File: src/rtl/serial_word_receiver_pkg.sv
// Shared types for the serial word receiver: FSM state encoding and
// the shift-direction constants.
package serial_word_receiver_pkg;

  typedef enum logic {
    ST_IDLE = 1'b0,
    ST_RECV = 1'b1
  } state_e;

  localparam logic DIR_MSB_FIRST = 1'b0;
  localparam logic DIR_LSB_FIRST = 1'b1;

endpackage

File: src/rtl/serial_word_out_slot.sv
// Single-entry valid/ready holding register; a word loads one edge after word_done.
// A completing word that finds the slot full and unconsumed is dropped and sets sticky overrun.
module serial_word_out_slot
  import serial_word_receiver_pkg::*;
#(
  parameter int DW = 4
) (
  input  logic          clk,
  input  logic          rst_n,
  input  logic          ena,
  input  logic [DW-1:0] word,
  input  logic          word_done,
  output logic [DW-1:0] slot_dat,
  output logic          slot_vld,
  input  logic          slot_rdy,
  output logic          overrun,
  input  logic          overrun_clr
);

  logic [DW-1:0] dat_q, dat_d;
  logic          vld_q, vld_d;
  logic          ovr_q, ovr_d;
  logic          xfer;

  always_comb begin
    dat_d = dat_q;
    vld_d = vld_q;
    ovr_d = ovr_q;
    xfer  = ena && vld_q && slot_rdy;
    if (ena) begin
      if (overrun_clr) ovr_d = 1'b0;
      // A consume on the same edge frees the slot for the incoming word.
      if (word_done) begin
        if (!vld_q || xfer) begin
          dat_d = word;
          vld_d = 1'b1;
        end else begin
          ovr_d = 1'b1;
        end
      end else if (xfer) begin
        vld_d = 1'b0;
      end
    end
  end

  always_ff @(posedge clk) begin
    if (!rst_n) begin
      dat_q <= '0;
      vld_q <= 1'b0;
      ovr_q <= 1'b0;
    end else begin
      dat_q <= dat_d;
      vld_q <= vld_d;
      ovr_q <= ovr_d;
    end
  end

  assign slot_dat = dat_q;
  assign slot_vld = vld_q;
  assign overrun  = ovr_q;

endmodule

File: src/rtl/serial_word_receiver.sv
// Framed serial-to-parallel receiver; word valid one cycle after the last captured bit; stalled consumer drops words (overrun).
// Optional even-parity trailer bit and parity_err output under SERIAL_WORD_RECEIVER_PARITY_EN.
module serial_word_receiver
  import serial_word_receiver_pkg::*;
#(
  parameter int WIDTH = 4,
  parameter int CNT_W = $clog2(WIDTH + 1)
) (
  input  logic             clk,
  input  logic             rst_n,
  input  logic             ena,
  input  logic             sdi,
  input  logic             sdi_valid,
  input  logic             start,
  input  logic             lsb_first,
  output logic [WIDTH-1:0] data_out,
  output logic             data_valid,
  input  logic             data_ready,
  output logic             busy,
  output logic [CNT_W-1:0] bit_cnt,
  output logic             overrun,
`ifdef SERIAL_WORD_RECEIVER_PARITY_EN
  output logic             parity_err,
`endif
  input  logic             overrun_clr
);

`ifdef SERIAL_WORD_RECEIVER_PARITY_EN
  localparam int PAR_BITS = 1;
`else
  localparam int PAR_BITS = 0;
`endif
  localparam int              FRAME_LEN = WIDTH + PAR_BITS;
  localparam int              SLOT_W    = WIDTH + PAR_BITS;
  localparam logic [CNT_W-1:0] LAST_IDX = CNT_W'(FRAME_LEN - 1);

  state_e            state_q, state_d;
  logic [WIDTH-1:0]  sr_q, sr_d;
  logic [CNT_W-1:0]  cnt_q, cnt_d;
  logic              dir_q, dir_d;
  logic [CNT_W-1:0]  idx;
  logic              dir_eff;
  logic [WIDTH-1:0]  sr_base;
  logic [WIDTH-1:0]  sr_shift;
  logic              capture;
  logic              word_done;
  logic [SLOT_W-1:0] word;
  logic [SLOT_W-1:0] slot_dat;
`ifdef SERIAL_WORD_RECEIVER_PARITY_EN
  logic              par_q, par_d;
  logic              par_base;
`endif

  always_comb begin
    state_d   = state_q;
    sr_d      = sr_q;
    cnt_d     = cnt_q;
    dir_d     = dir_q;
    word_done = 1'b0;
    // A start marker restarts the frame, so the same-cycle bit sees a clean base.
    idx       = start ? '0 : cnt_q;
    dir_eff   = start ? lsb_first : dir_q;
    sr_base   = start ? '0 : sr_q;
    sr_shift  = (dir_eff == DIR_LSB_FIRST) ? {sdi, sr_base[WIDTH-1:1]}
                                           : {sr_base[WIDTH-2:0], sdi};
    capture   = sdi_valid && (start || (state_q == ST_RECV));
`ifdef SERIAL_WORD_RECEIVER_PARITY_EN
    par_d     = par_q;
    par_base  = start ? 1'b0 : par_q;
    // Trailer bit is not shifted in; the running XOR of all frame bits is the error flag.
    word      = {par_base ^ sdi, sr_base};
`else
    word      = sr_shift;
`endif
    if (ena) begin
      if (start) begin
        state_d = ST_RECV;
        dir_d   = lsb_first;
        cnt_d   = '0;
        sr_d    = '0;
`ifdef SERIAL_WORD_RECEIVER_PARITY_EN
        par_d   = 1'b0;
`endif
      end
      if (capture) begin
`ifdef SERIAL_WORD_RECEIVER_PARITY_EN
        if (idx != LAST_IDX) sr_d = sr_shift;
        par_d = par_base ^ sdi;
`else
        sr_d = sr_shift;
`endif
        if (idx == LAST_IDX) begin
          state_d   = ST_IDLE;
          cnt_d     = '0;
          word_done = 1'b1;
        end else begin
          cnt_d = idx + 1'b1;
        end
      end
    end
  end

  always_ff @(posedge clk) begin
    if (!rst_n) begin
      state_q <= ST_IDLE;
      sr_q    <= '0;
      cnt_q   <= '0;
      dir_q   <= DIR_MSB_FIRST;
`ifdef SERIAL_WORD_RECEIVER_PARITY_EN
      par_q   <= 1'b0;
`endif
    end else begin
      state_q <= state_d;
      sr_q    <= sr_d;
      cnt_q   <= cnt_d;
      dir_q   <= dir_d;
`ifdef SERIAL_WORD_RECEIVER_PARITY_EN
      par_q   <= par_d;
`endif
    end
  end

  serial_word_out_slot #(
    .DW(SLOT_W)
  ) u_slot (
    .clk        (clk),
    .rst_n      (rst_n),
    .ena        (ena),
    .word       (word),
    .word_done  (word_done),
    .slot_dat   (slot_dat),
    .slot_vld   (data_valid),
    .slot_rdy   (data_ready),
    .overrun    (overrun),
    .overrun_clr(overrun_clr)
  );

`ifdef SERIAL_WORD_RECEIVER_PARITY_EN
  assign {parity_err, data_out} = slot_dat;
`else
  assign data_out = slot_dat;
`endif
  assign busy    = (state_q == ST_RECV);
  assign bit_cnt = cnt_q;

endmodule

File: config.mk
export PLATFORM = sky130hd
export DESIGN_NAME = serial_word_receiver
export DESIGN_NICKNAME = d
export VERILOG_FILES = /design/src/rtl/serial_word_receiver_pkg.sv /design/src/rtl/serial_word_out_slot.sv /design/src/rtl/serial_word_receiver.sv
export SDC_FILE = /design/constraint.sdc
export NUM_CORES = 1
export LEC_CHECK = 0
export CORE_MARGIN = 8
export CORE_UTILIZATION = 41
export DETAILED_ROUTE_END_ITERATION = 8
export GPL_TIMING_DRIVEN = 0
export PLACE_DENSITY = 0.7
export SLEW_MARGIN = 20
export SYNTH_ARGS = -nofsm -noshare
export SYNTH_HDL_FRONTEND = slang
export SYNTH_SLANG_ARGS = --single-unit
File: constraint.sdc
create_clock -name clk -period 1.55 [get_ports clk]
set_clock_uncertainty 0.1 [all_clocks]
set_input_delay 0.31 -clock clk [delete_from_list [all_inputs] [get_ports clk]]
set_output_delay 0.31 -clock clk [all_outputs]
set_load 0.02 [all_outputs]
==> flow_metrics.env, run 1 <==
export IMPL_ys_ff_latch=15
export IMPL_peakVddDrop_v=0.000360
export IMPL_pwr_share_seq=0.557
export IMPL_port_buffers=17
export IMPL_clockBufferDepth=2
export IMPL_nets=110
export IMPL_via_per_inst=5.52
export IMPL_p_comb_frac=0.132
export IMPL_start_util=0.423
export IMPL_cp_required_ns=1.14
export IMPL_p_clk_frac=0.311
export IMPL_setup_viol=0
export IMPL_hold_path_class="in2reg"
export IMPL_r2r_start="bit_cnt[1]$_SDFFE_PN0P_"
export IMPL_clockRootBuffer="clkbuf_4"
export IMPL_wl_um=1740
export IMPL_ys_seq_area_frac=0.425
export IMPL_setup_tns_ns=0
export IMPL_grt_pass1_vias=624
export IMPL_pin_count=19
export IMPL_netlist_cell_type_count=30
export IMPL_grt_use_total=0.110
export IMPL_finalCritPeriodShare=0.937
export IMPL_fin_cells=116
export IMPL_clock_latency_ns=0.28
export IMPL_p_leak_nw=0.424
export IMPL_diodes=0
export IMPL_grt_pass1_wl_um=2880
export IMPL_drt_iter0_markers=14
export IMPL_slew_headroom=0.732
export IMPL_startpoint="busy$_SDFFE_PN0P_"
export IMPL_min_from="ena"
export IMPL_grt_ovfl_total=0
export IMPL_clk_pin_slew_ns=0.09
export IMPL_drv_slew=0
export IMPL_die_h_um=57.5
export IMPL_cts_htree_levels=1
export IMPL_num_rows=15
export IMPL_die_area_um2=3310
export IMPL_crit_fanout=7
export IMPL_finalCriticalPeriod_ns=1.45
export IMPL_crit_path_top_delay_cell="dfxtp_2"
export IMPL_max_freq_ghz=0.688
export IMPL_cp_start_kind="flop"
export IMPL_vias=640
export IMPL_gp_congestion=0.812
export IMPL_syn_to_final_growth_pct=37.5
export IMPL_syn_cell_area_um2=707
export IMPL_final_antenna_net_count=0
export IMPL_hold_viol_final=0
export IMPL_wl_per_cell_um=15.0
export IMPL_max_cap_violations=0
export IMPL_hold_buffers=0
export IMPL_synthCells=75
export IMPL_stdcell_area_um2=972
export IMPL_rsz0062_at_grt="false"
export IMPL_worst_setup_path_type="reg2out"
export IMPL_dpl_instance_area_um2=908
export IMPL_crit_chain="dlygate4sd2_1"
export IMPL_powerDensity_nw_per_um2=734
export IMPL_antenna_found_initial=0
export IMPL_worstSetupEndpointType="output port"
export IMPL_switching_share=0.254
export IMPL_synth_area_per_cell_um2=9.43
export IMPL_p_switching_w=0.000181
export IMPL_cts_buffers=3
export IMPL_worst_path_buf_inv=1
export IMPL_drive_gt1_frac=0.232
export IMPL_remaining_drc_errors=0
export IMPL_critPathTopFamily="flip-flops"
export IMPL_status="complete, no violations"
export IMPL_intPower_w=0.000532
export IMPL_cpPeakStageDelay_ns=0.40
export IMPL_die_w_um=57.5
export IMPL_clkSinkCount=15
export IMPL_worstMarginPinSlew_ns=0.401
export IMPL_holdWs_ns=0.182
export IMPL_arrival_ns=1.04
export IMPL_dp_hpwl_um=1200
export IMPL_numPlacedInstances=109
export IMPL_mappedNetlistNets=85
export IMPL_grt_max_degree=11
export IMPL_first_pass_iters=4
export IMPL_finalPower_w=0.000714
export IMPL_nFillCells=148
export IMPL_coreArea_um2=1670
export IMPL_yosysWarnings=0
export IMPL_cts_tree="built"
[power groups by stage]
stage          registers [W]  logic (W)  clock network (W)
2_1_floorplan       0.000409  0.0000457                  0
5_1_grt             0.000398   0.000102           0.000246
3_3_place_gp        0.000406  0.0000882                  0
4_1_cts             0.000397  0.0000912           0.000229
3_5_place_dp        0.000406  0.0000900                  0
6_report            0.000397  0.0000944           0.000222
[cell usage after synthesis (all sizes together)]
cell      n  area share
o2111a    1       0.016
nor2b     3       0.027
o21a      2       0.021
dfxtp    15        0.42
ha        1       0.018
a21o      1       0.012
a22o      3       0.037
nor2      3       0.016
o21ai     5       0.035
o211a     2       0.028
mux2i     2       0.028
nand3     5       0.053
nand2    12       0.064
nand2b    1       0.012
a21oi     3       0.021
o2111ai   1       0.012
buf       1      0.0071
nand3b    1       0.011
mux2      1       0.016
a22oi     2       0.021
clkbuf    3       0.032
a211oi    1       0.028
a21boi    3       0.037
nor3b     1       0.011
inv       2       0.011
[cells in the final DEF, fill, tap and decap left out, drive strengths merged, types with 2 or more instances in the layout]
cell type,Yosys,final
clkdlybuf4s50,0,6
mux2i,2,2
o21ai,5,5
a22o,3,3
nor2,3,3
a21oi,3,3
clkbuf,3,6
o21a,2,2
nand2,12,12
a21boi,3,3
a22oi,2,2
nor2b,3,3
dfxtp,15,15
inv,2,2
buf,1,5
nand3,5,5
o211a,2,2
dlygate4sd2,0,10
[metal layers]
layer	part of all wire	wire [um]	global-route usage	vias to the layer above
met1	0.49	852	0.147	304
met4	0.0098	17	0.0536	0
li1	-	-	-	317
met3	0.054	93	0.0291	2
met5	0	0	0	-
met2	0.45	773	0.158	17
[through the flow]
step                worst slack [ns]  utilization
floorplan                     0.0204            -
global placement              -0.661        0.544
detailed placement            -0.704        0.544
CTS                           0.0127        0.566
global route                  0.0273        0.582
finish                        0.0971        0.582
[registers in the layout, summed over array words and instances, names as in the netlist]
register	flops
u_slot.overrun	1
dir_q	1
bit_cnt	3
u_slot.slot_vld	1
u_slot.slot_dat	4
busy	1
sr_q	4
[kinds of logic (layout without fill, tap and decap cells)]
family / Yosys count / count (layout) / synth area share
AO/OA/AOI/OAI: 24 / 24 / 0.271
multiplexers: 3 / 3 / 0.0442
buffers and inverters: 6 / 30 / 0.0495
adder cells (fa/ha/maj): 1 / 1 / 0.0177
AND/OR/NAND/NOR: 26 / 26 / 0.193
flip-flops: 15 / 15 / 0.425
[final cells by class]
| class | count | area (um^2) | area share |
|---|---|---|---|
| Tap cell | 17 | 21.3 | 0.0219 |
| Buffer | 4 | 33.8 | 0.0347 |
| Multi-Input combinational cell | 54 | 399 | 0.411 |
| Sequential cell | 15 | 304 | 0.313 |
| Clock inverter | 1 | 5.00 | 0.00515 |
| Inverter | 2 | 7.51 | 0.00772 |
| Clock buffer | 3 | 22.5 | 0.0232 |
| Timing Repair Buffer | 20 | 179 | 0.184 |
[timing repair]
item / in CTS / in global routing
setup endpoints to repair: 19 / 5
resized for setup: 17 / 4
pin swaps: 1 / 2
setup buffers: 2 / 1
[final timing paths]
kind                                                        end  slack, ns  cells after the start
worst max-delay path                                       busy        0.1                      1
worst min-delay path                    bit_cnt[2]$_SDFFE_PN0P_       0.18                      2
worst max register to register  u_slot.slot_dat[3]$_SDFFE_PN0P_       0.11                      7
worst min register to register          bit_cnt[2]$_SDFFE_PN0P_       0.35                      2
(Power assumes the default switching activity.)
==> run 2, diff against run 1 <==
==> constraint.sdc (replaced) <==
create_clock -name clk -period 1.55 [get_ports clk]
set_clock_uncertainty 0.1 [all_clocks]
set_input_delay 0.31 -clock clk [delete_from_list [all_inputs] [get_ports clk]]
set_output_delay 0.31 -clock clk [all_outputs]
set_load 0.05 [all_outputs]
==> flow_metrics.env, run 2 (synthesis results as in run 1) <==
export IMPL_clk_pin_slew_ns=0.09
export IMPL_final_antenna_net_count=0
export IMPL_dp_hpwl_um=1260
export IMPL_clkSinkCount=15
export IMPL_remaining_drc_errors=0
export IMPL_die_area_um2=3310
export IMPL_nets=109
export IMPL_first_pass_iters=4
export IMPL_p_leak_nw=0.386
export IMPL_holdWs_ns=0.181
export IMPL_wl_per_cell_um=14.7
export IMPL_switching_share=0.260
export IMPL_cts_buffers=3
export IMPL_powerDensity_nw_per_um2=746
export IMPL_cp_required_ns=1.68
export IMPL_p_comb_frac=0.140
export IMPL_via_per_inst=5.54
export IMPL_num_rows=15
export IMPL_gp_congestion=0.826
export IMPL_r2r_slack_ns=0.05
export IMPL_grt_pass1_wl_um=2880
export IMPL_pwr_share_seq=0.547
export IMPL_die_w_um=57.5
export IMPL_hold_viol_final=0
export IMPL_clock_latency_ns=0.28
export IMPL_crit_path_top_delay_cell="dfxtp_4"
export IMPL_stdcell_area_um2=967
export IMPL_cp_start_kind="flop"
export IMPL_r2r_cells=6
export IMPL_worst_setup_path_type="reg2reg"
export IMPL_setup_tns_ns=0
export IMPL_clockBufferDepth=2
export IMPL_worstReg2RegEnd="u_slot.slot_dat[3]$_SDFFE_PN0P_"
export IMPL_cts_tree="built"
export IMPL_port_buffers=17
export IMPL_drt_iter0_markers=15
export IMPL_slew_headroom=0.739
export IMPL_hold_path_class="in2reg"
export IMPL_mostFrequentLayoutCells="nand2_1 (12), dfxtp_1 (12), clkdlybuf4s15_2 (6)"
export IMPL_crit_chain="nor2b_4, ha_4, nand3_4, a211oi_4, buf_4, o211a_1"
export IMPL_max_cap_violations=0
export IMPL_holdPathEnd="bit_cnt[2]$_SDFFE_PN0P_"
export IMPL_grt_use_total=0.113
export IMPL_syn_to_final_growth_pct=36.8
export IMPL_pin_count=19
export IMPL_drv_slew=0
export IMPL_status="complete, no violations"
export IMPL_critPathTopFamily="compound AO/OA/AOI/OAI gates"
export IMPL_arrival_ns=1.63
export IMPL_hold_path_cell_count=2
export IMPL_peakVddDrop_v=0.000513
export IMPL_rsz0062_at_grt="true"
export IMPL_wl_um=1690
export IMPL_setup_viol=0
export IMPL_worst_path_buf_inv=1
export IMPL_coreArea_um2=1670
export IMPL_grt_ovfl_total=0
export IMPL_hold_buffers=0
export IMPL_grt_max_degree=11
export IMPL_worstMarginPinSlew_ns=0.391
export IMPL_finalCritPeriodShare=0.967
export IMPL_die_h_um=57.5
export IMPL_diodes=0
export IMPL_min_from="ena"
export IMPL_intPower_w=0.000534
export IMPL_max_freq_ghz=0.667
export IMPL_p_switching_w=0.000188
export IMPL_finalCriticalPeriod_ns=1.50
export IMPL_antenna_found_initial=0
export IMPL_clockRootBuffer="clkbuf_4"
export IMPL_dpl_instance_area_um2=917
export IMPL_drive_gt1_frac=0.316
export IMPL_grt_pass1_vias=640
export IMPL_r2r_start="bit_cnt[0]$_SDFFE_PN0P_"
export IMPL_cpPeakStageDelay_ns=0.36
export IMPL_p_clk_frac=0.312
export IMPL_worstSetupEndpointType="flop"
export IMPL_start_util=0.423
export IMPL_cts_htree_levels=1
export IMPL_vias=637
export IMPL_crit_fanout=7
## run 2: cell count changes in the layout (fill, tap and decap cells not counted), moves of 2 or more
cell             previous run  this run
dlygate4sd2_1              10         0
dfxtp_4                     0         2
clkbuf_2                    1         5
dfxtp_2                     3         1
clkdlybuf4s15_2             0         6
## run 2: cell type report
cell class                      count  area (um^2)
Clock buffer                        4         26.3
Timing Repair Buffer               19          170
Tap cell                           17         21.3
Buffer                              4         33.8
Sequential cell                    15          309
Inverter                            2         7.51
Fill cell                         166          703
Multi-Input combinational cell     54          399
## run 2: per-layer routing
layer  wire, um  global-route usage  part of all wire
met1        774               0.126              0.46
met2        803               0.175              0.47
met3        104              0.0538             0.061
met4          9              0.0536            0.0053
met5          0                   0                 0
## run 2: how the worst max path moves through the flow
stage                                    startpoint  slack, ns                               to  cells past startpoint
finish                      bit_cnt[0]$_SDFFE_PN0P_       0.05  u_slot.slot_dat[3]$_SDFFE_PN0P_                      6
global route                bit_cnt[0]$_SDFFE_PN0P_      -0.01  u_slot.slot_dat[0]$_SDFFE_PN0P_                      6
CTS                 u_slot.slot_dat[0]$_SDFFE_PN0P_     0.0004                      data_out[0]                      1
detailed placement                            start      -0.72  u_slot.slot_dat[0]$_SDFFE_PN0P_                      8
global placement                              start      -0.67  u_slot.slot_dat[3]$_SDFFE_PN0P_                      8
floorplan                                     start      0.003  u_slot.slot_dat[3]$_SDFFE_PN0P_                      7
## run 2: metrics by stage
step                      utilization  worst slack (ns)  cells  total power [W]
after detailed placement        0.549            -0.721    109         0.000502
after global placement          0.549            -0.667    109         0.000500
after CTS                       0.585          0.000362    114         0.000726
final                           0.579            0.0509    115         0.000722
after global routing            0.579           -0.0132    115         0.000759
after floorplan                     -           0.00288     75         0.000462
## run 2: repair_timing
item / 4_1_cts / 5_1_grt
resized for setup: 34 / 5
endpoints found under the setup margin: 19 / 8
pin swaps: 5 / 1
buffers inserted: 1 / 1
## run 2: power groups by stage
stage / Combinational, W / Clock [W] / Sequential (W)
floorplan: 0.0000462 / 0 / 0.000415
global placement: 0.0000966 / 0 / 0.000404
detailed placement: 0.0000982 / 0 / 0.000404
CTS: 0.000102 / 0.000229 / 0.000395
global route: 0.000110 / 0.000253 / 0.000396
finish: 0.000101 / 0.000225 / 0.000395
==> run 3, diff against run 2 <==
--- a/config.mk
+++ b/config.mk
@@ -5,11 +5,13 @@
 export SDC_FILE = /design/constraint.sdc
 export NUM_CORES = 1
 export LEC_CHECK = 0
-export CORE_MARGIN = 8
-export CORE_UTILIZATION = 41
+export CELL_PAD_IN_SITES_DETAIL_PLACEMENT = 2
+export CELL_PAD_IN_SITES_GLOBAL_PLACEMENT = 2
+export CORE_UTILIZATION = 24
 export DETAILED_ROUTE_END_ITERATION = 8
 export GPL_TIMING_DRIVEN = 0
-export PLACE_DENSITY = 0.7
+export PLACE_DENSITY = 0.69
+export SKIP_CTS_REPAIR_TIMING = 1
 export SLEW_MARGIN = 20
 export SYNTH_ARGS = -nofsm -noshare
 export SYNTH_HDL_FRONTEND = slang
==> flow_metrics.env, run 3 (synthesis results as in run 1) <==
export IMPL_clockRootBuffer="clkbuf_4"
export IMPL_dp_hpwl_um=1410
export IMPL_grt_use_met3=0.0207
export IMPL_fin_ws_ns=0.0108
export IMPL_arrival_ns=1.62
export IMPL_clkSinkCount=15
export IMPL_grt_pass1_vias=668
export IMPL_pin_count=19
export IMPL_grt_use_total=0.127
export IMPL_final_antenna_net_count=0
export IMPL_max_cap_violations=0
export IMPL_crit_path_top_delay_cell="a211oi_4"
export IMPL_worst_path_buf_inv=3
export IMPL_die_h_um=56.3
export IMPL_p_leak_nw=0.561
export IMPL_num_rows=19
export IMPL_remaining_drc_errors=0
export IMPL_via_per_inst=4.85
export IMPL_finalCriticalPeriod_ns=1.54
export IMPL_wl_um=1880
export IMPL_cp_required_ns=1.64
export IMPL_coreArea_um2=2780
export IMPL_die_w_um=56.3
export IMPL_grt_pass1_wl_um=3090
export IMPL_clock_latency_ns=0.28
export IMPL_setup_viol=0
export IMPL_rsz0062_at_grt="true"
export IMPL_vias=635
export IMPL_nets=111
export IMPL_cts_tree="built"
export IMPL_finalPower_w=0.000732
export IMPL_worstSetupEndpointType="flop"
export IMPL_cpPeakStageDelay_ns=0.23
export IMPL_antenna_found_initial=0
export IMPL_cp_start_kind="input port"
export IMPL_wl_per_cell_um=14.4
export IMPL_mostFrequentLayoutCells="nand2_1 (12), dfxtp_1 (12), dlymetal6s2s_1 (10)"
export IMPL_hold_path_cell_count=2
export IMPL_cts_htree_levels=1
export IMPL_cpMostUsedCell="buf_6"
export IMPL_holdWs_ns=0.181
export IMPL_grt_use_met2=0.204
export IMPL_holdPathEnd="bit_cnt[2]$_SDFFE_PN0P_"
export IMPL_clk_pin_slew_ns=0.10
export IMPL_worst_setup_path_type="in2reg"
export IMPL_cts_buffers=3
export IMPL_diodes=0
export IMPL_worstReg2RegEnd="u_slot.slot_dat[3]$_SDFFE_PN0P_"
export IMPL_place_ws_ns=-0.770
export IMPL_gp_congestion=0.819
export IMPL_crit_fanout=8
export IMPL_r2r_slack_ns=0.03
export IMPL_slew_headroom=0.662
export IMPL_worstMarginPinSlew_ns=0.506
export IMPL_r2r_start="bit_cnt[1]$_SDFFE_PN0P_"
export IMPL_postLayoutCoreUtil=0.375
export IMPL_grt_max_degree=11
export IMPL_crit_chain="dlymetal6s2s_1, buf_6, nor2b_4, ha_4, nand3_4, a211oi_4, buf_6, nand2_1, o211a_1"
export IMPL_drive_gt1_frac=0.250
export IMPL_clockBufferDepth=2
export IMPL_max_freq_ghz=0.650
export IMPL_start_util=0.254
export IMPL_drv_slew=0
export IMPL_finalCritPeriodShare=0.993
export IMPL_grt_ovfl_total=0
export IMPL_hold_path_class="in2reg"
export IMPL_die_area_um2=3170
export IMPL_drt_iter0_markers=8
export IMPL_r2r_cells=7
export IMPL_powerDensity_nw_per_um2=702
export IMPL_status="complete, no violations"
export IMPL_first_pass_iters=4
export IMPL_grt_use_met1=0.165
export IMPL_peakVddDrop_v=0.000413
export IMPL_min_from="ena"
export IMPL_grt_busiest_layer="met2"
export IMPL_port_buffers=17
export IMPL_hold_viol_final=0
export IMPL_critPathTopFamily="buffers and inverters"
export IMPL_syn_to_final_growth_pct=47.6
[run 3: changes by cell type in the layout (fill, tap and decap cells not counted), sizes merged]
cell / before / now
buf: 4 / 5
clkbuf: 11 / 7
clkdlybuf4s15: 6 / 0
clkdlybuf4s50: 5 / 6
clkinv: 0 / 1
dlymetal6s2s: 1 / 10
[run 3: layout make-up]
cell class | instances | area [um^2]
Inverter | 2 | 7.51
Timing Repair Buffer | 21 | 224
Fill cell | 308 | 1740
Multi-Input combinational cell | 54 | 403
Sequential cell | 15 | 309
Buffer | 4 | 33.8
Clock buffer | 3 | 22.5
Clock inverter | 1 | 5.00
Tap cell | 31 | 38.8
[run 3: worst max path at each step]
stage	to	from	cells past startpoint	slack [ns]
floorplan	u_slot.slot_dat[3]$_SDFFE_PN0P_	start	7	0.003
global placement	u_slot.slot_dat[3]$_SDFFE_PN0P_	start	8	-0.72
detailed placement	u_slot.slot_dat[0]$_SDFFE_PN0P_	start	8	-0.77
CTS	u_slot.slot_dat[0]$_SDFFE_PN0P_	start	8	-0.46
global route	u_slot.slot_dat[3]$_SDFFE_PN0P_	bit_cnt[1]$_SDFFE_PN0P_	7	-0.05
finish	u_slot.slot_dat[3]$_SDFFE_PN0P_	start	9	0.01
[run 3: power breakdown]
group | internal [W] | leakage (nW) | total, W | switching, W
clock network | 0.0000957 | 0.0177 | 0.000231 | 0.000136
registers | 0.000389 | 0.123 | 0.000395 | 0.00000563
logic | 0.0000474 | 0.420 | 0.000106 | 0.0000587
total | 0.000532 | 0.561 | 0.000732 | 0.000200
[run 3: through the flow]
stage	area [um^2]	TNS [ns]	instances
CTS	962	-5.95	127
detailed placement	935	-6.90	123
floorplan	726	0	75
global placement	935	-6.43	123
finish	1040	0	131
global route	1040	-0.141	131
[run 3: per-layer routing]
layer / up-vias / wire [um]
met5: - / 0
met4: 0 / 17
met3: 2 / 54
met2: 8 / 934
met1: 310 / 875
li1: 315 / -
[run 3: worst reg2reg max path, cell delays in order (launching register included)]
cell	delay [ns]
dfxtp_4	0.36
nor2b_4	0.16
ha_4	0.16
nand3_4	0.09
a211oi_4	0.23
buf_6	0.16
nand2_1	0.05
o211a_1	0.12
